File: src/rtl/uart_pkg.sv
// Shared UART definitions used by transmitter and receiver: FSM encodings,
// bit-timing constants and configuration field positions.
package uart_pkg;

   typedef enum logic [2:0] {
      ST_IDLE   = 3'd0,
      ST_START  = 3'd1,
      ST_DATA   = 3'd2,
      ST_PARITY = 3'd3,
      ST_STOP   = 3'd4,
      ST_DONE   = 3'd5
   } uart_state_e;

   localparam int SampleCounterMax = 15;
   localparam int BaseDataWidth    = 5;

   localparam int ConfParityBit = 0;
   localparam int ConfStopLsb   = 1;
   localparam int ConfDataLsb   = 3;

   // Number of data bits selected by the data-width configuration field.
   function automatic int data_bits(input int sel);
      return BaseDataWidth + sel;
   endfunction

endpackage

File: src/rtl/uart_tx_engine.sv
// UART transmitter: start bit, 5..8 data bits LSB first, optional even parity
// and 1..4 stop bits, each bit timed by 16 ticks of an external baud enable.
module uart_tx_engine
   import uart_pkg::*;
#(
   parameter int MAX_DATA_WIDTH       = 8,
   parameter int SAMPLE_COUNTER_WIDTH = 4,
   parameter int STOP_CONF_WIDTH      = 2,
   parameter int DATA_CONF_WIDTH      = 2
) (
   input  logic                                     clk_i,
   input  logic                                     rst_i,
   input  logic                                     baud_en_i,
   input  logic                                     tx_en_i,
   input  logic                                     tx_valid_i,
   input  logic [MAX_DATA_WIDTH-1:0]                tx_data_i,
   input  logic [STOP_CONF_WIDTH+DATA_CONF_WIDTH:0] tx_conf_i,
   output logic                                     tx_ready_o,
   output logic                                     tx_busy_o,
   output logic                                     tx_done_o,
   output logic                                     uart_tx_o
);

   localparam int ConfW   = 1 + STOP_CONF_WIDTH + DATA_CONF_WIDTH;
   localparam int BitCntW = (MAX_DATA_WIDTH > 2) ? $clog2(MAX_DATA_WIDTH) : 1;

   uart_state_e                     r_state;
   logic [MAX_DATA_WIDTH-1:0]       r_shift;
   logic [ConfW-1:0]                r_conf;
   logic                            r_parity;
   logic [SAMPLE_COUNTER_WIDTH-1:0] r_sample_cnt;
   logic [BitCntW-1:0]              r_bit_cnt;
   logic [STOP_CONF_WIDTH-1:0]      r_stop_cnt;
   logic                            r_busy;
   logic                            r_done;
   logic                            r_tx;

   logic                            w_ready;
   logic                            w_accept;
   logic                            w_active;
   logic                            w_bit_end;
   logic                            w_last_data;
   logic                            w_last_stop;
   logic [MAX_DATA_WIDTH-1:0]       w_masked;

   // Clearing the unused upper bits lets parity be a plain XOR of the register.
   function automatic logic [MAX_DATA_WIDTH-1:0] f_mask_data(
      input logic [MAX_DATA_WIDTH-1:0]  data,
      input logic [DATA_CONF_WIDTH-1:0] sel
   );
      logic [MAX_DATA_WIDTH-1:0] m;
      for (int i = 0; i < MAX_DATA_WIDTH; i++) begin
         m[i] = data[i] & (i < data_bits(int'(sel)));
      end
      return m;
   endfunction

   always_comb begin
      w_ready     = (r_state == ST_IDLE) && tx_en_i && !rst_i;
      w_accept    = w_ready && tx_valid_i;
      w_active    = (r_state inside {ST_START, ST_DATA, ST_PARITY, ST_STOP});
      w_bit_end   = w_active && baud_en_i &&
                    (r_sample_cnt == SAMPLE_COUNTER_WIDTH'(SampleCounterMax));
      w_last_data = (int'(r_bit_cnt) ==
                     data_bits(int'(r_conf[ConfDataLsb +: DATA_CONF_WIDTH])) - 1);
      w_last_stop = (r_stop_cnt == r_conf[ConfStopLsb +: STOP_CONF_WIDTH]);
      w_masked    = f_mask_data(tx_data_i, tx_conf_i[ConfDataLsb +: DATA_CONF_WIDTH]);
   end

   always_ff @(posedge clk_i) begin
      if (rst_i) begin
         r_state      <= ST_IDLE;
         r_shift      <= '0;
         r_conf       <= '0;
         r_parity     <= 1'b0;
         r_sample_cnt <= '0;
         r_bit_cnt    <= '0;
         r_stop_cnt   <= '0;
         r_busy       <= 1'b0;
         r_done       <= 1'b0;
         r_tx         <= 1'b1;
      end else begin
         r_done <= 1'b0;

         // The line register reflects the current state and bit, one clk behind.
         case (r_state)
            ST_START:  r_tx <= 1'b0;
            ST_DATA:   r_tx <= r_shift[0];
            ST_PARITY: r_tx <= r_parity;
            default:   r_tx <= 1'b1;
         endcase

         if (w_active && baud_en_i) begin
            r_sample_cnt <= r_sample_cnt + 1'b1;
         end

         case (r_state)
            ST_IDLE: begin
               if (w_accept) begin
                  r_state      <= ST_START;
                  r_shift      <= w_masked;
                  r_conf       <= tx_conf_i;
                  r_parity     <= ^w_masked;
                  r_sample_cnt <= '0;
                  r_bit_cnt    <= '0;
                  r_stop_cnt   <= '0;
                  r_busy       <= 1'b1;
               end
            end
            ST_START: begin
               if (w_bit_end) begin
                  r_state <= ST_DATA;
               end
            end
            ST_DATA: begin
               if (w_bit_end) begin
                  r_shift <= r_shift >> 1;
                  if (w_last_data) begin
                     r_bit_cnt <= '0;
                     r_state   <= r_conf[ConfParityBit] ? ST_PARITY : ST_STOP;
                  end else begin
                     r_bit_cnt <= r_bit_cnt + 1'b1;
                  end
               end
            end
            ST_PARITY: begin
               if (w_bit_end) begin
                  r_state <= ST_STOP;
               end
            end
            ST_STOP: begin
               if (w_bit_end) begin
                  if (w_last_stop) begin
                     r_stop_cnt <= '0;
                     r_state    <= ST_DONE;
                     r_busy     <= 1'b0;
                     r_done     <= 1'b1;
                  end else begin
                     r_stop_cnt <= r_stop_cnt + 1'b1;
                  end
               end
            end
            ST_DONE: begin
               r_state <= ST_IDLE;
            end
            default: begin
               r_state <= ST_IDLE;
               r_busy  <= 1'b0;
            end
         endcase
      end
   end

   assign tx_ready_o = w_ready;
   assign tx_busy_o  = r_busy;
   assign tx_done_o  = r_done;
   assign uart_tx_o  = r_tx;

endmodule

File: config.mk
export PLATFORM = sky130hd
export DESIGN_NAME = uart_tx_engine
export DESIGN_NICKNAME = d
export VERILOG_FILES = /design/src/rtl/uart_pkg.sv /design/src/rtl/uart_tx_engine.sv
export SDC_FILE = /design/constraint.sdc
export NUM_CORES = 1
export LEC_CHECK = 0
export CAP_MARGIN = 20
export CORE_MARGIN = 4
export CORE_UTILIZATION = 60
export CTS_BUF_LIST = sky130_fd_sc_hd__clkbuf_4 sky130_fd_sc_hd__clkbuf_8
export DETAILED_ROUTE_END_ITERATION = 6
export GPL_TIMING_DRIVEN = 0
export PLACE_DENSITY = 0.83
export SLEW_MARGIN = 20
export SYNTH_ARGS = -nofsm -noshare
export SYNTH_HDL_FRONTEND = slang
export SYNTH_SLANG_ARGS = --single-unit
File: constraint.sdc
create_clock -name clk_i -period 3.9 [get_ports clk_i]
set_input_delay 0.39 -clock clk_i [delete_from_list [all_inputs] [get_ports clk_i]]
set_output_delay 0.39 -clock clk_i [all_outputs]
set_load 0.005 [all_outputs]
Yosys cells after proc, flatten, opt, wreduce, memory -nomap -nowiden --
Cells that the tools add are included.
Operators by class: $add $sub $neg 6, $mul 0, div/mod/pow operators 0, $lt $le $gt $ge 8, equal/unequal tests 15, shift operators 0, muxes and demuxes 29, bitwise operators 11, reduce and logical (&&, ||, !) cells 18
Operators by type and width (number):
- less-than comparator 4 x 32 -> 1 bit, first input constant | 3
- less-than comparator 3 x 32 -> 1 bit, first input constant | 2
- 2-to-1 mux 3 bit | 11
- less-than comparator 1 x 32 -> 1 bit, first input constant | 1
- less-than comparator 2 x 32 -> 1 bit, first input constant | 1
- 2-to-1 mux 8 bit | 2
- one-hot mux 8 bit (2 select lines) | 1
- one-hot mux 3 bit (5 select lines) | 1
- inequality test 2 bit, second input constant | 7
- 2-to-1 mux 4 bit | 3
- adder 3 x 2 -> 4 bit, first input constant | 2
- AND 1 bit | 8
- XOR reduction 8 bit | 1
- AND reduction 7 bit | 1
- == test 3 x 2 -> 1 bit, second input constant | 2
- == test 3 bit, second input constant | 2
- 2-to-1 mux 2 bit | 3
- one-hot mux 1 bit (3 select lines) | 2
- one-hot mux 3 bit (2 select lines) | 1
- AND reduction 3 bit | 2
- == test 4 x 5 -> 1 bit | 1
- logical AND 1 bit | 5
- subtractor 4 x 1 -> 5 bit, second input constant | 1
- adder 4 x 1 -> 4 bit, second input constant | 1
- 17 further kinds | 23
Storage, ports and cells: flip-flop bits (word level) 29, latch bits 0, memory bits (writable) 0, memory bits (read-only) 0, input port bits 18, output and inout port bits 4, word-level logic and storage cells 97, memories 0

Depth between registers and ports, before layout --
Gate-level depths: netlist of the first run.
word-level depth 6, depth in mapped cells 8, mapped depth without buffers 6

Worst setup path after synthesis of the first run --
No wires, ideal clock.
path type register to register, start point register r_sample_cnt[0], end point register r_shift[3], library setup time 0.079 ns, data arrival time 1.451 ns, required time 3.821 ns, slack 2.370 ns, stages on the path, launching flop included 9, path buffers 2, period minus slack after synthesis 1.530 ns, cell sequence dfxtp_1 ha_1 and4_1 clkbuf_1 nand2_1 nand2_2 buf_6 nor2_1 a211oi_2
On the way: longest elaborated chain between the ends 4
RTL lines:
- start: declaration | RTL line uart_tx_engine.sv:31 | logic [SAMPLE_COUNTER_WIDTH-1:0] r_sample_cnt;
- start signal: assignment | RTL line uart_tx_engine.sv:94 | r_sample_cnt <= r_sample_cnt + 1'b1;
- == test 4 bit | RTL line uart_tx_engine.sv:63 | (r_sample_cnt == SAMPLE_COUNTER_WIDTH'(SampleCounterMax));
- logical AND 1 bit | RTL line uart_tx_engine.sv:62 | w_bit_end = w_active && baud_en_i &&
- inequality test 2 bit (no source line)
- AND reduction 3 bit (no source line)
- end signal: assignment | RTL line uart_tx_engine.sv:101 | r_shift <= w_masked;
- end signal: assignment | RTL line uart_tx_engine.sv:117 | r_shift <= r_shift >> 1;
- end: declaration | RTL line uart_tx_engine.sv:28 | logic [MAX_DATA_WIDTH-1:0] r_shift;
Every way passes these cells. A chain may end at the register's enable or synchronous reset.

Worst setup path in the final report of the first run --
start point input rst_i, end point output tx_ready_o
On the way: longest elaborated chain between the ends 2
RTL lines:
- start: declaration | RTL line uart_tx_engine.sv:12 | input logic rst_i,
- logical NOT 1 bit | RTL line uart_tx_engine.sv:59 | w_ready = (r_state == ST_IDLE) && tx_en_i && !rst_i;
- logical AND 1 bit | RTL line uart_tx_engine.sv:59
- end: declaration | RTL line uart_tx_engine.sv:18 | output logic tx_ready_o,
Every way passes these cells.

==> results of run 1 <==
## final timing paths
check | to | slack, ns | cells past startpoint | from
setup / recovery | tx_ready_o | 1.70 | 4 | rst_i
hold / removal | r_conf[4] | 0.50 | 2 | r_conf[4]
setup reg to reg | r_bit_cnt[0] | 2.08 | 8 | r_sample_cnt[0]
hold reg to reg | r_conf[4] | 0.50 | 2 | r_conf[4]
## sequential cells by signal, summed over array words and instances (netlist names)
register	count
r_parity	1
r_state	3
r_conf	5
tx_done_o	1
r_bit_cnt	3
uart_tx_o	1
tx_busy_o	1
r_stop_cnt	2
r_sample_cnt	4
r_shift	8
## per-layer routing
layer / global-route usage, % / share of wire, % / vias to the layer above
li1: - / - / 679
met1: 31.0 / 42 / 618
met2: 37.4 / 46 / 79
met3: 7.80 / 11 / 6
met4: 5.96 / 1.3 / 0
met5: 0 / 0 / -
## synth_stat cells
cell type	number	share of area [%]
a31oi_1	4	1.7
or3_1	1	0.42
a211oi_1	6	3.0
nand4_1	4	1.7
o41ai_1	1	0.59
nand4b_1	3	1.8
nand2_2	2	0.84
buf_2	3	1.0
o21ai_0	11	3.7
nand3b_1	2	1.0
a31o_2	1	0.59
clkbuf_1	4	1.0
or4_1	1	0.50
xnor2_1	11	6.4
nor2_1	15	3.8
o32ai_1	1	0.59
xor2_1	3	1.8
buf_4	2	1.0
nand2b_1	5	2.1
a211oi_2	2	1.7
nand2_1	19	4.8
inv_1	2	0.50
ha_1	2	1.7
o22ai_1	1	0.42
o31ai_1	1	0.50
and3_1	2	0.84
buf_6	3	2.3
nor3_1	10	3.3
nor3b_4	1	1.3
nor2_2	1	0.42
mux2i_1	7	4.7
and4_1	2	1.2
nand3_1	3	1.0
dfxtp_1	29	39
a21oi_1	8	2.7
a211o_1	1	0.59
## power groups by stage
stage,combinational (mW),sequential [mW],clock [mW]
2_1_floorplan,0.0507,0.318,0
3_3_place_gp,0.0818,0.319,0
3_5_place_dp,0.0847,0.320,0
4_1_cts,0.0856,0.313,0.194
5_1_grt,0.0950,0.314,0.208
6_report,0.0858,0.313,0.197
## through the flow
| stage | power (mW) | cell area, µm² |
|---|---|---|
| floorplan | 0.369 | 1500 |
| global placement | 0.401 | 1740 |
| finish | 0.595 | 1800 |
| CTS | 0.592 | 1800 |
| detailed placement | 0.404 | 1740 |
| global route | 0.617 | 1800 |
## critical path, delay by kind of cell
kind	cells	cell delay, ns
buffers and inverters	2	0.91
and+or+nand+nor	2	0.51
## cell families after synthesis
family	Yosys count	share of synthesized area (%)
flops	29	38.8
fa+ha+maj	2	1.67
simple gates	71	24.9
buf+inv	14	5.77
xor+xnor	14	8.20
mux	7	4.69
compound gates	37	16.0
## area by class of cell
| cell class | instances | area share, % |
|---|---|---|
| Clock buffer | 7 | 3.27 |
| Inverter | 2 | 0.417 |
| Tap cell | 28 | 1.95 |
| Sequential cell | 29 | 32.3 |
| Timing Repair Buffer | 21 | 11.7 |
| Multi-Input combinational cell | 131 | 46.0 |
| Buffer | 12 | 4.38 |
## placed cells by master, fill, tap and decap left out, drive strengths merged, types with 10 or more instances in the layout
master	instances
nor3	10
dfxtp	29
xnor2	11
nand2	21
o21ai	11
clkdlybuf4s50	21
nor2	16
clkbuf	11
==> impl_metrics.env, run 1 <==
export IMPL_grt_max_degree=11
export IMPL_cellPowerDensity_nw_per_um2=331
export IMPL_finalSetupViolations=0
export IMPL_cts_buffers=5
export IMPL_dr_pass1_iters=4
export IMPL_drt_iter0_markers=68
export IMPL_slowest_delay_ns=0.49
export IMPL_wire_per_inst_um=15.2
export IMPL_seqCellArea_um2=581
export IMPL_rsz0062_at_grt="no"
export IMPL_yosysSeqAreaShare_pct=38.8
export IMPL_ir_drop_uv=311
export IMPL_grt_pass1_vias=1355
export IMPL_fin_setup_tns_ns=0
export IMPL_timing_final_ws_setup_ns=1.70
export IMPL_ioPinCount=22
export IMPL_critical_path_most_common_cell="clkdlybuf4s50_1"
export IMPL_clock_power_share_pct=33.1
export IMPL_cts_tree="built"
export IMPL_hold_class="reg -> reg"
export IMPL_via_per_inst=6.01
export IMPL_crit_path_top_delay_cell="clkdlybuf4s50_1"
export IMPL_synthToLayoutAreaGrowth_pct=20.3
export IMPL_clock_sinks=29
export IMPL_synth_seq_cells=29
export IMPL_relSlewSlack_pct=59.9
export IMPL_post_cts_buffers=0
export IMPL_power_switching_mw=0.152
export IMPL_final_cells=230
export IMPL_coreArea_um2=2300
export IMPL_die_h_um=57.9
export IMPL_final_nets=222
export IMPL_vias=1382
export IMPL_startpoint_type="input port"
export IMPL_fillers=174
export IMPL_yosys_warnings=0
export IMPL_h_tree_depth=2
export IMPL_clk_path_buf_depth=2
export IMPL_clkTransAtPathRegs_ns=0.08
export IMPL_overflow=0
export IMPL_max_cap_violations=0
export IMPL_finalHoldViolCount=0
export IMPL_finalMaxSlewViolations=0
export IMPL_clk_latency_ns=0.33
export IMPL_period_needed_ns=2.20
export IMPL_die_x_um=57.9
export IMPL_sw_frac_of_total_pct=25.6
export IMPL_drt_total_wl_um=3490
export IMPL_syn_nets=194
export IMPL_grt_usage_pct=23.6
export IMPL_required_ns=3.51
export IMPL_leakagePower_nw=0.617
export IMPL_hold_buffers=0
export IMPL_antenna_found_initial=0
export IMPL_drcViolationCount=0
export IMPL_holdWs_ns=0.498
export IMPL_initial_core_util_pct=65.1
export IMPL_path_cells="clkdlybuf4s50_1 > nor2_1 > and3_1 > clkdlybuf4s50_1"
export IMPL_yosysUniqueCellTypes=36
export IMPL_power_frac_seq_pct=52.5
export IMPL_finClkSkew_ns=0.0201
export IMPL_crit_path_max_fanout=7
export IMPL_fin_util_pct=78.3
export IMPL_rows=17
export IMPL_gp_congestion=0.789
export IMPL_p_int_mw=0.443
export IMPL_cts_root_buf="clkbuf_4"
export IMPL_insertedDiodeCount=0
export IMPL_status="completed"
export IMPL_critPathArrivalTime_ns=1.81
export IMPL_worst_pin_slew_ns=0.601
export IMPL_syn_avg_cell_area_um2=8.59
export IMPL_dpl_cell_count=223
export IMPL_ctsResizeCount=0
export IMPL_syn_inst=174
export IMPL_grt_pass1_wl_um=6220
export IMPL_portBuffers=21
export IMPL_combPwrFrac_pct=14.4
export IMPL_dp_slack_ns=1.64
export IMPL_die_area_um2=3350
export IMPL_hpwlAfterDp_um=2500
export IMPL_drive_gt1_share_pct=10.9
export IMPL_endpoint_kind="primary output"
export IMPL_synth_cell_area_um2=1500
export IMPL_fmax_ghz=0.454
export IMPL_multi_input_area_um2=828
export IMPL_critPathKind="in -> out"
export IMPL_period_share_pct=56.5
export IMPL_ant_nets=0
(Power assumes the default switching activity.)
==> inputs of run 2 (changes only) <==
--- a/config.mk
+++ b/config.mk
@@ -7,11 +7,11 @@
 export LEC_CHECK = 0
 export CAP_MARGIN = 20
 export CORE_MARGIN = 4
-export CORE_UTILIZATION = 60
+export CORE_UTILIZATION = 50
 export CTS_BUF_LIST = sky130_fd_sc_hd__clkbuf_4 sky130_fd_sc_hd__clkbuf_8
 export DETAILED_ROUTE_END_ITERATION = 6
 export GPL_TIMING_DRIVEN = 0
-export PLACE_DENSITY = 0.83
+export PLACE_DENSITY = 0.73
 export SLEW_MARGIN = 20
 export SYNTH_ARGS = -nofsm -noshare
 export SYNTH_HDL_FRONTEND = slang
==> constraint.sdc (replaced) <==
create_clock -name clk_i -period 2 [get_ports clk_i]
set_input_delay 0.2 -clock clk_i [delete_from_list [all_inputs] [get_ports clk_i]]
set_output_delay 0.2 -clock clk_i [all_outputs]
set_load 0.005 [all_outputs]
==> run 2 against run 1 <==
Effect of this change:
- first-iteration DRC count rose by 37%
- via count is 3.9% lower
- die area is 17% higher
- global-route usage fell by 5.9 points
- sequential power up 95%
- power is 92% higher
- combinational power is 93% higher
- routed wire length shrank 8.5%
- sequential share of layout area fell by 0.067 points
- critical path depth unchanged
- sequential cell count did not move
- largest cell class unchanged
- largest power group unchanged
==> impl_metrics.env, run 2 (synthesis results as in run 1) <==
export IMPL_final_common_cell="dfxtp_1"
export IMPL_grt_busiest_layer="met2"
export IMPL_cellPowerDensity_nw_per_um2=636
export IMPL_dp_slack_ns=-0.0315
export IMPL_crit_path_top_delay_cell="clkdlybuf4s50_1"
export IMPL_synthToLayoutAreaGrowth_pct=20.6
export IMPL_critPathBufInv=2
export IMPL_r2r_cells=8
export IMPL_grt_max_degree=11
export IMPL_drcViolationCount=0
export IMPL_drive_gt1_share_pct=10.9
export IMPL_drt_iter0_markers=93
export IMPL_hold_class="in -> reg"
export IMPL_timing_final_ws_setup_ns=0.110
export IMPL_cpLargestDelayFamily="buffers and inverters"
export IMPL_grtUsageMet2_pct=26.0
export IMPL_period_share_pct=94.5
export IMPL_vias=1328
export IMPL_rrSetupSlack_ns=0.22
export IMPL_critPathArrivalTime_ns=1.69
export IMPL_cts_tree="built"
export IMPL_hold_end="r_conf[1]"
export IMPL_endpoint_kind="primary output"
export IMPL_worst_pin_slew_ns=0.530
export IMPL_hold_buffers=0
export IMPL_period_needed_ns=1.89
export IMPL_dpl_cell_count=226
export IMPL_insertedDiodeCount=0
export IMPL_r2r_start="r_sample_cnt[0]"
export IMPL_clkTransAtPathRegs_ns=0.09
export IMPL_overflow=0
export IMPL_path_cells="buf_4 > nor2_2 > and3_1 > clkdlybuf4s50_1"
export IMPL_crit_path_max_fanout=10
export IMPL_dr_pass1_iters=4
export IMPL_largestRegisters="r_shift: 8 flops, r_conf: 5 flops, r_sample_cnt: 4 flops"
export IMPL_design_area_um2=1800
export IMPL_grt_pass1_wl_um=5580
export IMPL_rows=19
export IMPL_die_area_um2=3930
export IMPL_max_cap_violations=0
export IMPL_holdPathStages=3
export IMPL_initial_core_util_pct=53.3
export IMPL_dpl_instance_area_um2=1740
export IMPL_ctsResizeCount=0
export IMPL_fmax_ghz=0.529
export IMPL_clock_sinks=29
export IMPL_grt_usage_pct=17.7
export IMPL_ioPinCount=22
export IMPL_cts_root_buf="clkbuf_4"
export IMPL_die_x_um=62.7
export IMPL_relSlewSlack_pct=64.7
export IMPL_startpoint_type="flop"
export IMPL_met3_usage_pct=5.94
export IMPL_coreArea_um2=2810
export IMPL_ir_drop_uv=381
export IMPL_post_cts_buffers=0
export IMPL_required_ns=1.80
export IMPL_clk_latency_ns=0.33
export IMPL_layout_common_cells="dfxtp_1 (29), clkdlybuf4s50_1 (21), nand2_1 (19)"
export IMPL_gp_congestion=0.774
export IMPL_final_cells=233
export IMPL_r2r_end="r_shift[6]"
export IMPL_slowest_delay_ns=0.50
export IMPL_drt_total_wl_um=3200
export IMPL_rsz0062_at_grt="no"
export IMPL_die_h_um=62.7
export IMPL_cts_buffers=5
export IMPL_h_tree_depth=2
export IMPL_holdWs_ns=0.437
export IMPL_ant_nets=0
export IMPL_hpwlAfterDp_um=2350
export IMPL_antenna_found_initial=0
export IMPL_regMostFlops="r_shift"
export IMPL_clk_path_buf_depth=2
export IMPL_finalMaxSlewViolations=0
export IMPL_finClkSkew_ns=0.0105
export IMPL_grt_pass1_vias=1212
export IMPL_leakagePower_nw=0.617
export IMPL_portBuffers=21
export IMPL_grtUsageMet1_pct=22.9
export IMPL_finalSetupViolations=0
export IMPL_fillers=250
export IMPL_hp_start="tx_conf_i[1]"
export IMPL_critPathKind="reg -> out"
export IMPL_largest_reg_flops=8
export IMPL_final_nets=222
export IMPL_wire_per_inst_um=13.7
export IMPL_finalHoldViolCount=0
export IMPL_status="completed"
export IMPL_via_per_inst=5.70
run 2: cell counts in the layout (fill, tap and decap cells not counted):
No cell type changed its count.
run 2: power by group:
group	switching [mW]	internal [mW]
registers	0.0115	0.597
clock network	0.192	0.179
logic	0.0787	0.0870
run 2: area by class of cell:
cell class	count	area, µm²	area share, %
plain buffers	12	78.8	4.37
clock buffers	7	58.8	3.26
flip-flops and latches	29	581	32.2
repair buffers	21	210	11.7
inverters	2	7.51	0.416
well taps	31	38.8	2.15
multi-input cells	131	828	45.9
run 2: how the worst max path moves through the flow:
stage	from	end	slack, ns	depth (start not counted)
finish	r_state[1]	tx_ready_o	0.11	4
global placement	rst_i	r_shift[3]	0.02	7
CTS	r_state[1]	tx_ready_o	0.09	4
detailed placement	rst_i	r_shift[3]	-0.03	7
global route	r_state[1]	tx_ready_o	0.02	4
floorplan	r_sample_cnt[0]	r_shift[3]	0.47	8
run 2: through the flow:
stage | power, mW | utilization, % | setup TNS (ns)
finish | 1.15 | 64.3 | 0
detailed placement | 0.786 | 62.2 | -0.0430
CTS | 1.15 | 64.3 | 0
floorplan | 0.719 | - | 0
global placement | 0.782 | 62.2 | 0
global route | 1.20 | 64.3 | 0
run 2: layer usage:
metal	vias to the layer above	wire, µm
li1	677	-
met1	614	1510
met2	33	1460
met3	4	200
met4	0	31
met5	-	0
run 2: worst reg2reg max path, cell delays in order (launching register included):
cell	delay (ns)
dfxtp_1	0.37
ha_1	0.22
and4_1	0.20
clkbuf_1	0.23
nand2_1	0.11
nand2_2	0.16
buf_6	0.17
nor2_1	0.06
nor3_1	0.19
==> inputs of run 3 (changes only) <==
--- a/config.mk
+++ b/config.mk
@@ -11,6 +11,7 @@
 export CTS_BUF_LIST = sky130_fd_sc_hd__clkbuf_4 sky130_fd_sc_hd__clkbuf_8
 export DETAILED_ROUTE_END_ITERATION = 6
 export GPL_TIMING_DRIVEN = 0
+export MAX_ROUTING_LAYER = met4
 export PLACE_DENSITY = 0.73
 export SLEW_MARGIN = 20
 export SYNTH_ARGS = -nofsm -noshare
==> run 3 against run 2 <==
Effect of this change:
- combinational power about the same
- register-to-register slack about the same
- non-clock buffer count unchanged
- clock skew up 0.0016 ns
- final area unchanged
- fmax fell by 0.16%
- worst setup slack got worse by 0.0030 ns
- die area stayed put
- routed wire length down 0.19%
- global-route usage up 0.53 points
- core utilization is the same
- critical path depth is the same
==> impl_metrics.env, run 3 (synthesis results as in run 1) <==
export IMPL_ant_nets=0
export IMPL_required_ns=1.80
export IMPL_cts_root_buf="clkbuf_4"
export IMPL_synthToLayoutAreaGrowth_pct=20.6
export IMPL_drt_total_wl_um=3190
export IMPL_crit_path_max_fanout=10
export IMPL_grt_max_degree=11
export IMPL_grt_busiest_layer="met2"
export IMPL_hpwlAfterDp_um=2350
export IMPL_power_total_mw=1.15
export IMPL_cpLargestDelayFamily="buffers and inverters"
export IMPL_rsz0062_at_grt="no"
export IMPL_sw_frac_of_total_pct=24.6
export IMPL_cellPowerDensity_nw_per_um2=636
export IMPL_final_nets=222
export IMPL_grt_pass1_wl_um=5600
export IMPL_finalHoldViolCount=0
export IMPL_gp_congestion=0.784
export IMPL_period_share_pct=94.7
export IMPL_clkTransAtPathRegs_ns=0.09
export IMPL_grt_pass1_vias=1208
export IMPL_p_int_mw=0.864
export IMPL_drive_gt1_share_pct=10.9
export IMPL_hold_buffers=0
export IMPL_met3_usage_pct=5.94
export IMPL_portBuffers=21
export IMPL_h_tree_depth=2
export IMPL_rrSetupSlack_ns=0.23
export IMPL_finalMaxSlewViolations=0
export IMPL_cts_tree="built"
export IMPL_antenna_found_initial=0
export IMPL_clock_power_share_pct=32.4
export IMPL_path_cells="buf_4 > nor2_2 > and3_1 > clkdlybuf4s50_1"
export IMPL_leakagePower_nw=0.617
export IMPL_power_switching_mw=0.282
export IMPL_clk_latency_ns=0.33
export IMPL_wire_per_inst_um=13.7
export IMPL_slowest_delay_ns=0.50
export IMPL_hold_end="r_conf[1]"
export IMPL_drcViolationCount=0
export IMPL_r2r_cells=6
export IMPL_fmax_ghz=0.528
export IMPL_largest_reg_flops=8
export IMPL_die_h_um=62.7
export IMPL_largestRegisters="r_shift: 8 flops, r_conf: 5 flops, r_sample_cnt: 4 flops"
export IMPL_critPathArrivalTime_ns=1.69
export IMPL_status="completed"
export IMPL_worst_pin_slew_ns=0.528
export IMPL_grtUsageMet2_pct=25.8
export IMPL_grtUsageMet1_pct=23.2
export IMPL_fin_util_pct=64.3
export IMPL_period_needed_ns=1.89
export IMPL_power_frac_seq_pct=53.1
export IMPL_coreArea_um2=2810
export IMPL_insertedDiodeCount=0
export IMPL_relSlewSlack_pct=64.8
export IMPL_holdPathStages=3
export IMPL_design_area_um2=1800
export IMPL_clock_sinks=29
export IMPL_overflow=0
export IMPL_drt_iter0_markers=85
export IMPL_critPathBufInv=2
export IMPL_hp_start="tx_conf_i[1]"
export IMPL_hold_class="in -> reg"
export IMPL_crit_path_top_delay_cell="clkdlybuf4s50_1"
export IMPL_ioPinCount=22
export IMPL_die_x_um=62.7
export IMPL_vias=1324
export IMPL_r2r_start="r_state[2]"
export IMPL_max_cap_violations=0
export IMPL_post_cts_buffers=0
export IMPL_layout_common_cells="dfxtp_1 (29), clkdlybuf4s50_1 (21), nand2_1 (19)"
export IMPL_ctsResizeCount=0
export IMPL_via_per_inst=5.68
export IMPL_final_common_cell="dfxtp_1"
export IMPL_endpoint_kind="primary output"
export IMPL_initial_core_util_pct=53.3
export IMPL_finClkSkew_ns=0.0121
export IMPL_holdWs_ns=0.437
export IMPL_die_area_um2=3930
export IMPL_rows=19
export IMPL_critPathKind="reg -> out"
export IMPL_cts_buffers=5
export IMPL_regMostFlops="r_shift"
export IMPL_dpl_instance_area_um2=1740
export IMPL_startpoint_type="flop"
export IMPL_combPwrFrac_pct=14.4
export IMPL_ir_drop_uv=382
export IMPL_grt_usage_pct=18.2
export IMPL_finalSetupViolations=0
export IMPL_clk_path_buf_depth=2
export IMPL_dr_pass1_iters=4
export IMPL_r2r_end="r_shift[6]"
## run 3: metal layers
layer,vias to the layer above,share of wire (%)
li1,676,-
met1,608,46
met2,36,46
met3,4,6.6
met4,0,0.91
met5,-,0
## run 3: worst max-delay path by stage
stage / cells after the start / start / slack, ns / to
after global placement: 7 / rst_i / 0.02 / r_shift[3]
after global routing: 4 / r_state[1] / 0.02 / tx_ready_o
final: 4 / r_state[1] / 0.11 / tx_ready_o
after floorplan: 8 / r_sample_cnt[0] / 0.47 / r_shift[3]
after detailed placement: 7 / rst_i / -0.03 / r_shift[3]
after CTS: 4 / r_state[1] / 0.09 / tx_ready_o
## run 3: cell type report
class / count / area (µm²)
multi-input combinational: 131 / 828
timing repair buffer: 21 / 210
buffer: 12 / 78.8
clock buffer: 7 / 58.8
tap: 31 / 38.8
fill: 250 / 1000
sequential: 29 / 581
inverter: 2 / 7.51
## run 3: worst reg2reg max path, cell delays in order (launching register included)
cell and delay (ns):
dfxtp_1 0.33, nor2_1 0.32, nand4_1 0.37, nand2_2 0.26, buf_6 0.17, nor2_1 0.06
nor3_1 0.19
## run 3: through the flow
stage | cells | TNS [ns] | worst slack, ns
6_report | 233 | 0 | 0.107
5_1_grt | 233 | 0 | 0.0237
2_1_floorplan | 174 | 0 | 0.470
3_5_place_dp | 226 | -0.0430 | -0.0315
3_3_place_gp | 226 | 0 | 0.0167
4_1_cts | 233 | 0 | 0.0896
## run 3: power groups by stage
stage | combinational [mW] | sequential, mW | clock [mW]
floorplan | 0.0989 | 0.620 | 0
global placement | 0.160 | 0.622 | 0
detailed placement | 0.164 | 0.622 | 0
CTS | 0.166 | 0.609 | 0.380
global route | 0.184 | 0.612 | 0.406
finish | 0.165 | 0.609 | 0.372
